==> src/rtl/bram_stream_reader.sv <==
// bram_stream_reader: read-side initiator for the single-port bram block.
// It fetches count consecutive words from base (wrapping at the top of the
// address space) and emits them on a valid/ready stream. A 2-entry buffer
// absorbs the 1-cycle BRAM read latency and output backpressure.
// Optional build macro BRAM_STREAM_READER_LAST_EN adds a last_o stream flag.
module bram_stream_reader #(
  parameter int ADDR_LEN = 8,
  parameter int WORD_LEN = 16
) (
  input  logic                clk_i,
  input  logic                reset_ni,
  input  logic                start_i,
  input  logic [ADDR_LEN-1:0] base_addr_i,
  input  logic [ADDR_LEN:0]   count_i,
  output logic                busy_o,
  output logic                done_o,
  output logic                bram_ena_o,
  output logic                bram_wr_ena_o,
  output logic [ADDR_LEN-1:0] bram_addr_o,
  output logic [WORD_LEN-1:0] bram_data_o,
  input  logic [WORD_LEN-1:0] bram_data_i,
  output logic [WORD_LEN-1:0] data_o,
  output logic                valid_o,
  input  logic                ready_i
`ifdef BRAM_STREAM_READER_LAST_EN
  ,
  output logic                last_o
`endif
);

  typedef enum logic [1:0] {
    ST_IDLE  = 2'd0,
    ST_READ  = 2'd1,
    ST_DRAIN = 2'd2,
    ST_DONE  = 2'd3
  } state_t;

  localparam logic [ADDR_LEN:0] CNT_ZERO = {(ADDR_LEN+1){1'b0}};
  localparam logic [ADDR_LEN:0] CNT_ONE  = {{ADDR_LEN{1'b0}}, 1'b1};

  state_t              state_r;
  logic                busy_r;
  logic                done_r;
  logic [ADDR_LEN-1:0] base_r;
  logic [ADDR_LEN:0]   count_r;
  logic [ADDR_LEN:0]   issued_r;
  logic                inflight_r;

  // Shift-style buffer: head_r is always the word presented on the stream.
  logic [WORD_LEN-1:0] head_r;
  logic [WORD_LEN-1:0] tail_r;
  logic [1:0]          occ_r;
  logic                valid_r;

`ifdef BRAM_STREAM_READER_LAST_EN
  logic                inflight_last_r;
  logic                head_last_r;
  logic                tail_last_r;
`endif

  logic                pop_s;
  logic                push_s;
  logic                issue_s;
  logic                last_issue_s;
  logic [2:0]          pending_s;
  logic [ADDR_LEN:0]   issued_inc_s;

  // Issue decision: only read when the word is guaranteed a buffer slot.
  always_comb begin
    pop_s        = valid_r & ready_i;
    push_s       = inflight_r;
    pending_s    = {1'b0, occ_r} + {2'b00, inflight_r};
    issued_inc_s = issued_r + CNT_ONE;
    last_issue_s = (issued_inc_s == count_r);
    if (state_r == ST_READ) begin
      issue_s = (issued_r < count_r) && ((pending_s - {2'b00, pop_s}) < 3'd2);
    end else begin
      issue_s = 1'b0;
    end
  end

  // Burst control FSM: IDLE -> READ -> DRAIN -> DONE -> IDLE.
  always_ff @(posedge clk_i) begin
    if (!reset_ni) begin
      state_r    <= ST_IDLE;
      busy_r     <= 1'b0;
      done_r     <= 1'b0;
      base_r     <= {ADDR_LEN{1'b0}};
      count_r    <= CNT_ZERO;
      issued_r   <= CNT_ZERO;
      inflight_r <= 1'b0;
    end else begin
      inflight_r <= issue_s;
      case (state_r)
        ST_IDLE: begin
          if (start_i) begin
            busy_r <= 1'b1;
            if (count_i != CNT_ZERO) begin
              base_r   <= base_addr_i;
              count_r  <= count_i;
              issued_r <= CNT_ZERO;
              done_r   <= 1'b0;
              state_r  <= ST_READ;
            end else begin
              done_r  <= 1'b1;
              state_r <= ST_DONE;
            end
          end else begin
            busy_r <= 1'b0;
            done_r <= 1'b0;
          end
        end
        ST_READ: begin
          if (issue_s) begin
            issued_r <= issued_inc_s;
            if (last_issue_s) begin
              state_r <= ST_DRAIN;
            end
          end
        end
        ST_DRAIN: begin
          // Leave as soon as the buffer empties this cycle so done_o follows
          // the final handshake directly.
          if (!inflight_r && ((occ_r == 2'd0) || ((occ_r == 2'd1) && pop_s))) begin
            done_r  <= 1'b1;
            state_r <= ST_DONE;
          end
        end
        ST_DONE: begin
          done_r  <= 1'b0;
          busy_r  <= 1'b0;
          state_r <= ST_IDLE;
        end
        default: begin
          done_r  <= 1'b0;
          busy_r  <= 1'b0;
          state_r <= ST_IDLE;
        end
      endcase
    end
  end

  // Two-entry output buffer; captures BRAM data one cycle after each issue.
  always_ff @(posedge clk_i) begin
    if (!reset_ni) begin
      head_r  <= {WORD_LEN{1'b0}};
      tail_r  <= {WORD_LEN{1'b0}};
      occ_r   <= 2'd0;
      valid_r <= 1'b0;
    end else begin
      case ({push_s, pop_s})
        2'b10: begin
          if (occ_r == 2'd0) begin
            head_r <= bram_data_i;
          end else begin
            tail_r <= bram_data_i;
          end
          occ_r   <= occ_r + 2'd1;
          valid_r <= 1'b1;
        end
        2'b01: begin
          head_r  <= tail_r;
          occ_r   <= occ_r - 2'd1;
          valid_r <= (occ_r == 2'd2);
        end
        2'b11: begin
          if (occ_r == 2'd1) begin
            head_r <= bram_data_i;
          end else begin
            head_r <= tail_r;
            tail_r <= bram_data_i;
          end
          valid_r <= 1'b1;
        end
        default: begin
          valid_r <= (occ_r != 2'd0);
        end
      endcase
    end
  end

`ifdef BRAM_STREAM_READER_LAST_EN
  // Per-entry final-word flag travelling alongside the data buffer.
  always_ff @(posedge clk_i) begin
    if (!reset_ni) begin
      inflight_last_r <= 1'b0;
      head_last_r     <= 1'b0;
      tail_last_r     <= 1'b0;
    end else begin
      inflight_last_r <= issue_s & last_issue_s;
      case ({push_s, pop_s})
        2'b10: begin
          if (occ_r == 2'd0) begin
            head_last_r <= inflight_last_r;
          end else begin
            tail_last_r <= inflight_last_r;
          end
        end
        2'b01: begin
          head_last_r <= (occ_r == 2'd2) ? tail_last_r : 1'b0;
          tail_last_r <= 1'b0;
        end
        2'b11: begin
          if (occ_r == 2'd1) begin
            head_last_r <= inflight_last_r;
          end else begin
            head_last_r <= tail_last_r;
            tail_last_r <= inflight_last_r;
          end
        end
        default: begin
          head_last_r <= head_last_r;
        end
      endcase
    end
  end

  assign last_o = head_last_r;
`endif

  assign busy_o        = busy_r;
  assign done_o        = done_r;
  assign bram_ena_o    = issue_s;
  assign bram_wr_ena_o = 1'b0;
  assign bram_addr_o   = base_r + issued_r[ADDR_LEN-1:0];
  assign bram_data_o   = {WORD_LEN{1'b0}};
  assign data_o        = head_r;
  assign valid_o       = valid_r;

endmodule

==> config.mk <==
export PLATFORM = sky130hd
export DESIGN_NAME = bram_stream_reader
export DESIGN_NICKNAME = d
export VERILOG_FILES = /design/src/rtl/bram_stream_reader.sv
export SDC_FILE = /design/constraint.sdc
export NUM_CORES = 1
export LEC_CHECK = 0
export ABC_CLOCK_PERIOD_IN_PS = 5100
export CAP_MARGIN = 40
export CORE_AREA = 2 2 95 97
export CTS_BUF_LIST = sky130_fd_sc_hd__clkbuf_16
export DETAILED_ROUTE_END_ITERATION = 12
export DIE_AREA = 0 0 97 99
export PLACE_DENSITY = 0.69
export SYNTH_ARGS = -nofsm -noshare
export SYNTH_HDL_FRONTEND = slang
export SYNTH_SLANG_ARGS = --single-unit
export TNS_END_PERCENT = 10
==> constraint.sdc <==
create_clock -name clk_i -period 5.1 [get_ports clk_i]
set_input_delay 1.02 -clock clk_i [delete_from_list [all_inputs] [get_ports clk_i]]
set_output_delay 1.02 -clock clk_i [all_outputs]
set_load 0.005 [all_outputs]
==> flow_summary.json <==
{
  "status": "completed",
  "grt_pass1_wl_mm": 14.12,
  "syn_area_per_cell_um2": 8.469,
  "synth_area_um2": 3735,
  "worstPathArrival_ps": 3630,
  "fill_cells": 768,
  "cts_root_buf": "clkbuf_16",
  "hp-class": "flop to flop",
  "coreArea_um2": 8551,
  "relSlewSlack": 0.4156,
  "cts_setup_buffers": 0,
  "grt-ovfl-total": 0,
  "fp-row-count": 34,
  "finalNonFillerCells": 610,
  "cpPeakStageDelay_ps": 530,
  "die_width_um": 97,
  "drt_iter0_drc": 124,
  "die_area_um2": 9603,
  "timing.critical_path.required_ps": 4080,
  "power_density_nw_per_um2": 458.2,
  "hold_viol": 0,
  "drv_cap": 0,
  "avgViaCountPerCell": 5.233,
  "synth.area.top_cells": "dfxtp_1 (35%), mux2i_1 (9.1%), ha_1 (8.4%)",
  "grt_pass1_vias": 2962,
  "cpMaxStageDelayCell": "clkdlybuf4s50_1",
  "synth_cell_types": 47,
  "synth_top_flop_cell": "dfxtp_1",
  "dp_slack_ps": 415.3,
  "cts_buffer_depth": 2,
  "cp.buffers_inverters": 2,
  "dp.final_hpwl_mm": 6.373,
  "htree_num_levels": 3,
  "totalNegativeSetupSlack_ps": 0,
  "path_cells": "clkdlybuf4s50_1 > nand2_1 > xnor2_1 > nand2_1 > fa_1 > xnor2_1 > nand4b_1 > nor3_1 > clkdlybuf4s50_1",
  "start_util": 0.4368,
  "track_usage": 0.1799,
  "rsz0062_at_grt": "false",
  "gp_congestion": 0.7964,
  "synth_top_area_share": 0.3538,
  "routedWlPerCell_um": 14.00,
  "clk_pin_slew_ps": 60,
  "min_period_over_period": 0.9118,
  "finalClockSkew_ps": 6.657,
  "antenna_found_initial": 0,
  "antenna_cells": 0,
  "synth_top_area_cell": "dfxtp_1",
  "maxSlewViolCount": 0,
  "synth_edf_count": 0,
  "syn_inst": 441,
  "routed_wl_mm": 8.540,
  "fin_ws_ps": 449.8,
  "synth_seq_area_share": 0.3538,
  "holdWs_ps": 453.5,
  "clock-sinks": 66,
  "period_needed_ps": 4650,
  "synth.yosys.warnings": 0,
  "ioPinCount": 82,
  "detail_route.first_pass.iterations": 4,
  "crit_path_start_kind": "input pin",
  "cpLargestDelayFamily": "buffers and inverters",
  "fin_area_um2": 4713,
  "tightest_slew_ps": 876.6,
  "synthArstFlopShare": 0,
  "leakage_nw": 1.921,
  "ant_nets": 0,
  "clock_latency_ps": 330,
  "crit_type": "input pin to output port",
  "dp_cells": 594,
  "die_y_um": 99,
  "tritoncts": "done",
  "nets": 561,
  "port_buffers": 64,
  "cts_buffers": 9,
  "vias": 3192,
  "area_delta_synth_final_pct": 26.20,
  "grt_max_degree": 37,
  "drc": 0,
  "dpl_cell_area_um2": 4395,
  "end_kind": "output port",
  "max_clock_freq_mhz": 215.0,
  "drive_gt1_frac": 0.04183,
  "ir_drop_mv": 0.2608,
  "worstPathMaxFanout": 9,
  "setup_viol": 0,
  "cts_resized": 0,
  "yosys_register_bits": 66,
  "cts_hold_buffers": 0
}
synthesized netlist by cell type (all sizes together), types with 2 or more instances:
cell    number
nor2        41
nor2b        2
nand2       53
nor3b        4
nand2b       2
or3          2
nand4        3
nand4b       2
and2         2
xor2         3
o211ai       2
xnor2       18
nor4         3
dfxtp       66
a211oi      17
o21bai       2
a31oi       11
clkbuf      14
nand3        8
fa           2
o21a        10
buf         24
mux2i       34
and3         3
a21oi       29
inv         29
o21ai        5
ha          25
nor3         8
a21o         4
report_power, final:
part           internal (mW)  total [mW]  switching, mW
Sequential             0.625       0.708         0.0825
Clock                  0.426       0.651          0.225
Combinational          0.399       0.801          0.402
cells by family after synthesis:
kind of cell | after synthesis | synth area share
adder cells (fa/ha/maj) | 27 | 0.09447
other | 1 | 0.001004
AND/OR/NAND/NOR | 136 | 0.1682
multiplexers | 35 | 0.09414
flip-flops | 66 | 0.3538
AO/OA/AOI/OAI | 88 | 0.1524
XOR/XNOR | 21 | 0.04925
buffers and inverters | 67 | 0.08677
worst paths after layout:
check        depth (start not counted)  slack (ps)  startpoint          end
max                                  9         450     ready_i   bram_ena_o
min                                  2         450  tail_r[13]   tail_r[13]
max reg2reg                          9        2180     valid_o  issued_r[2]
min reg2reg                          2         450  tail_r[13]   tail_r[13]
cell type report:
type	instances	area (µm²)	share of cell area
multi-input cells	324	2152	0.4566
flip-flops and latches	66	1321	0.2803
repair buffers	67	678.2	0.1439
clock buffers	9	225.2	0.04778
well taps	108	135.1	0.02867
inverters	29	108.9	0.02310
clock inverters	7	92.59	0.01964
state kept, by name (all words and copies together) (netlist names):
signal      cells
inflight_r      1
data_o         16
issued_r        9
occ_r           2
valid_o         1
done_o          1
count_r         9
tail_r         16
busy_o          1
base_r          8
state_r         2
metrics by stage:
step | utilization | total power [mW]
after floorplan | - | 1.210
after global placement | 0.5105 | 1.481
after detailed placement | 0.5140 | 1.518
after CTS | 0.5512 | 2.176
after global routing | 0.5512 | 2.289
final | 0.5512 | 2.160
cells in the final DEF (no fill, tap or decap), drive strengths merged, types with 2 or more instances in the layout:
| cell type | count |
|---|---|
| a211oi | 17 |
| a21o | 4 |
| a21oi | 29 |
| a31oi | 11 |
| and2 | 2 |
| and3 | 3 |
| buf | 3 |
| bufinv | 2 |
| clkbuf | 9 |
| clkdlybuf4s50 | 64 |
| clkinv | 2 |
| clkinvlp | 2 |
| conb | 17 |
| dfxtp | 66 |
| fa | 2 |
| ha | 25 |
| inv | 30 |
| mux2i | 34 |
| nand2 | 53 |
| nand2b | 2 |
| nand3 | 8 |
| nand4 | 3 |
| nand4b | 2 |
| nor2 | 41 |
| nor2b | 2 |
| nor3 | 8 |
| nor3b | 4 |
| nor4 | 3 |
| o211ai | 2 |
| o21a | 10 |
| o21ai | 5 |
| o21bai | 2 |
| or3 | 2 |
| xnor2 | 18 |
| xor2 | 3 |
worst min-delay path, cell delays in order (launching register included):
cell and delay [ps]:
dfxtp_1 300, nand2_1 50, a21oi_1 50
metal layers:
| metal | up-vias | global-route usage | wire length, µm |
|---|---|---|---|
| li1 | 1608 | - | - |
| met1 | 1480 | 0.2394 | 3963 |
| met2 | 94 | 0.2959 | 4031 |
| met3 | 10 | 0.03972 | 446 |
| met4 | 0 | 0.04984 | 100 |
| met5 | - | 0 | 0 |
No activity file was read; power rests on OpenSTA's default activity.
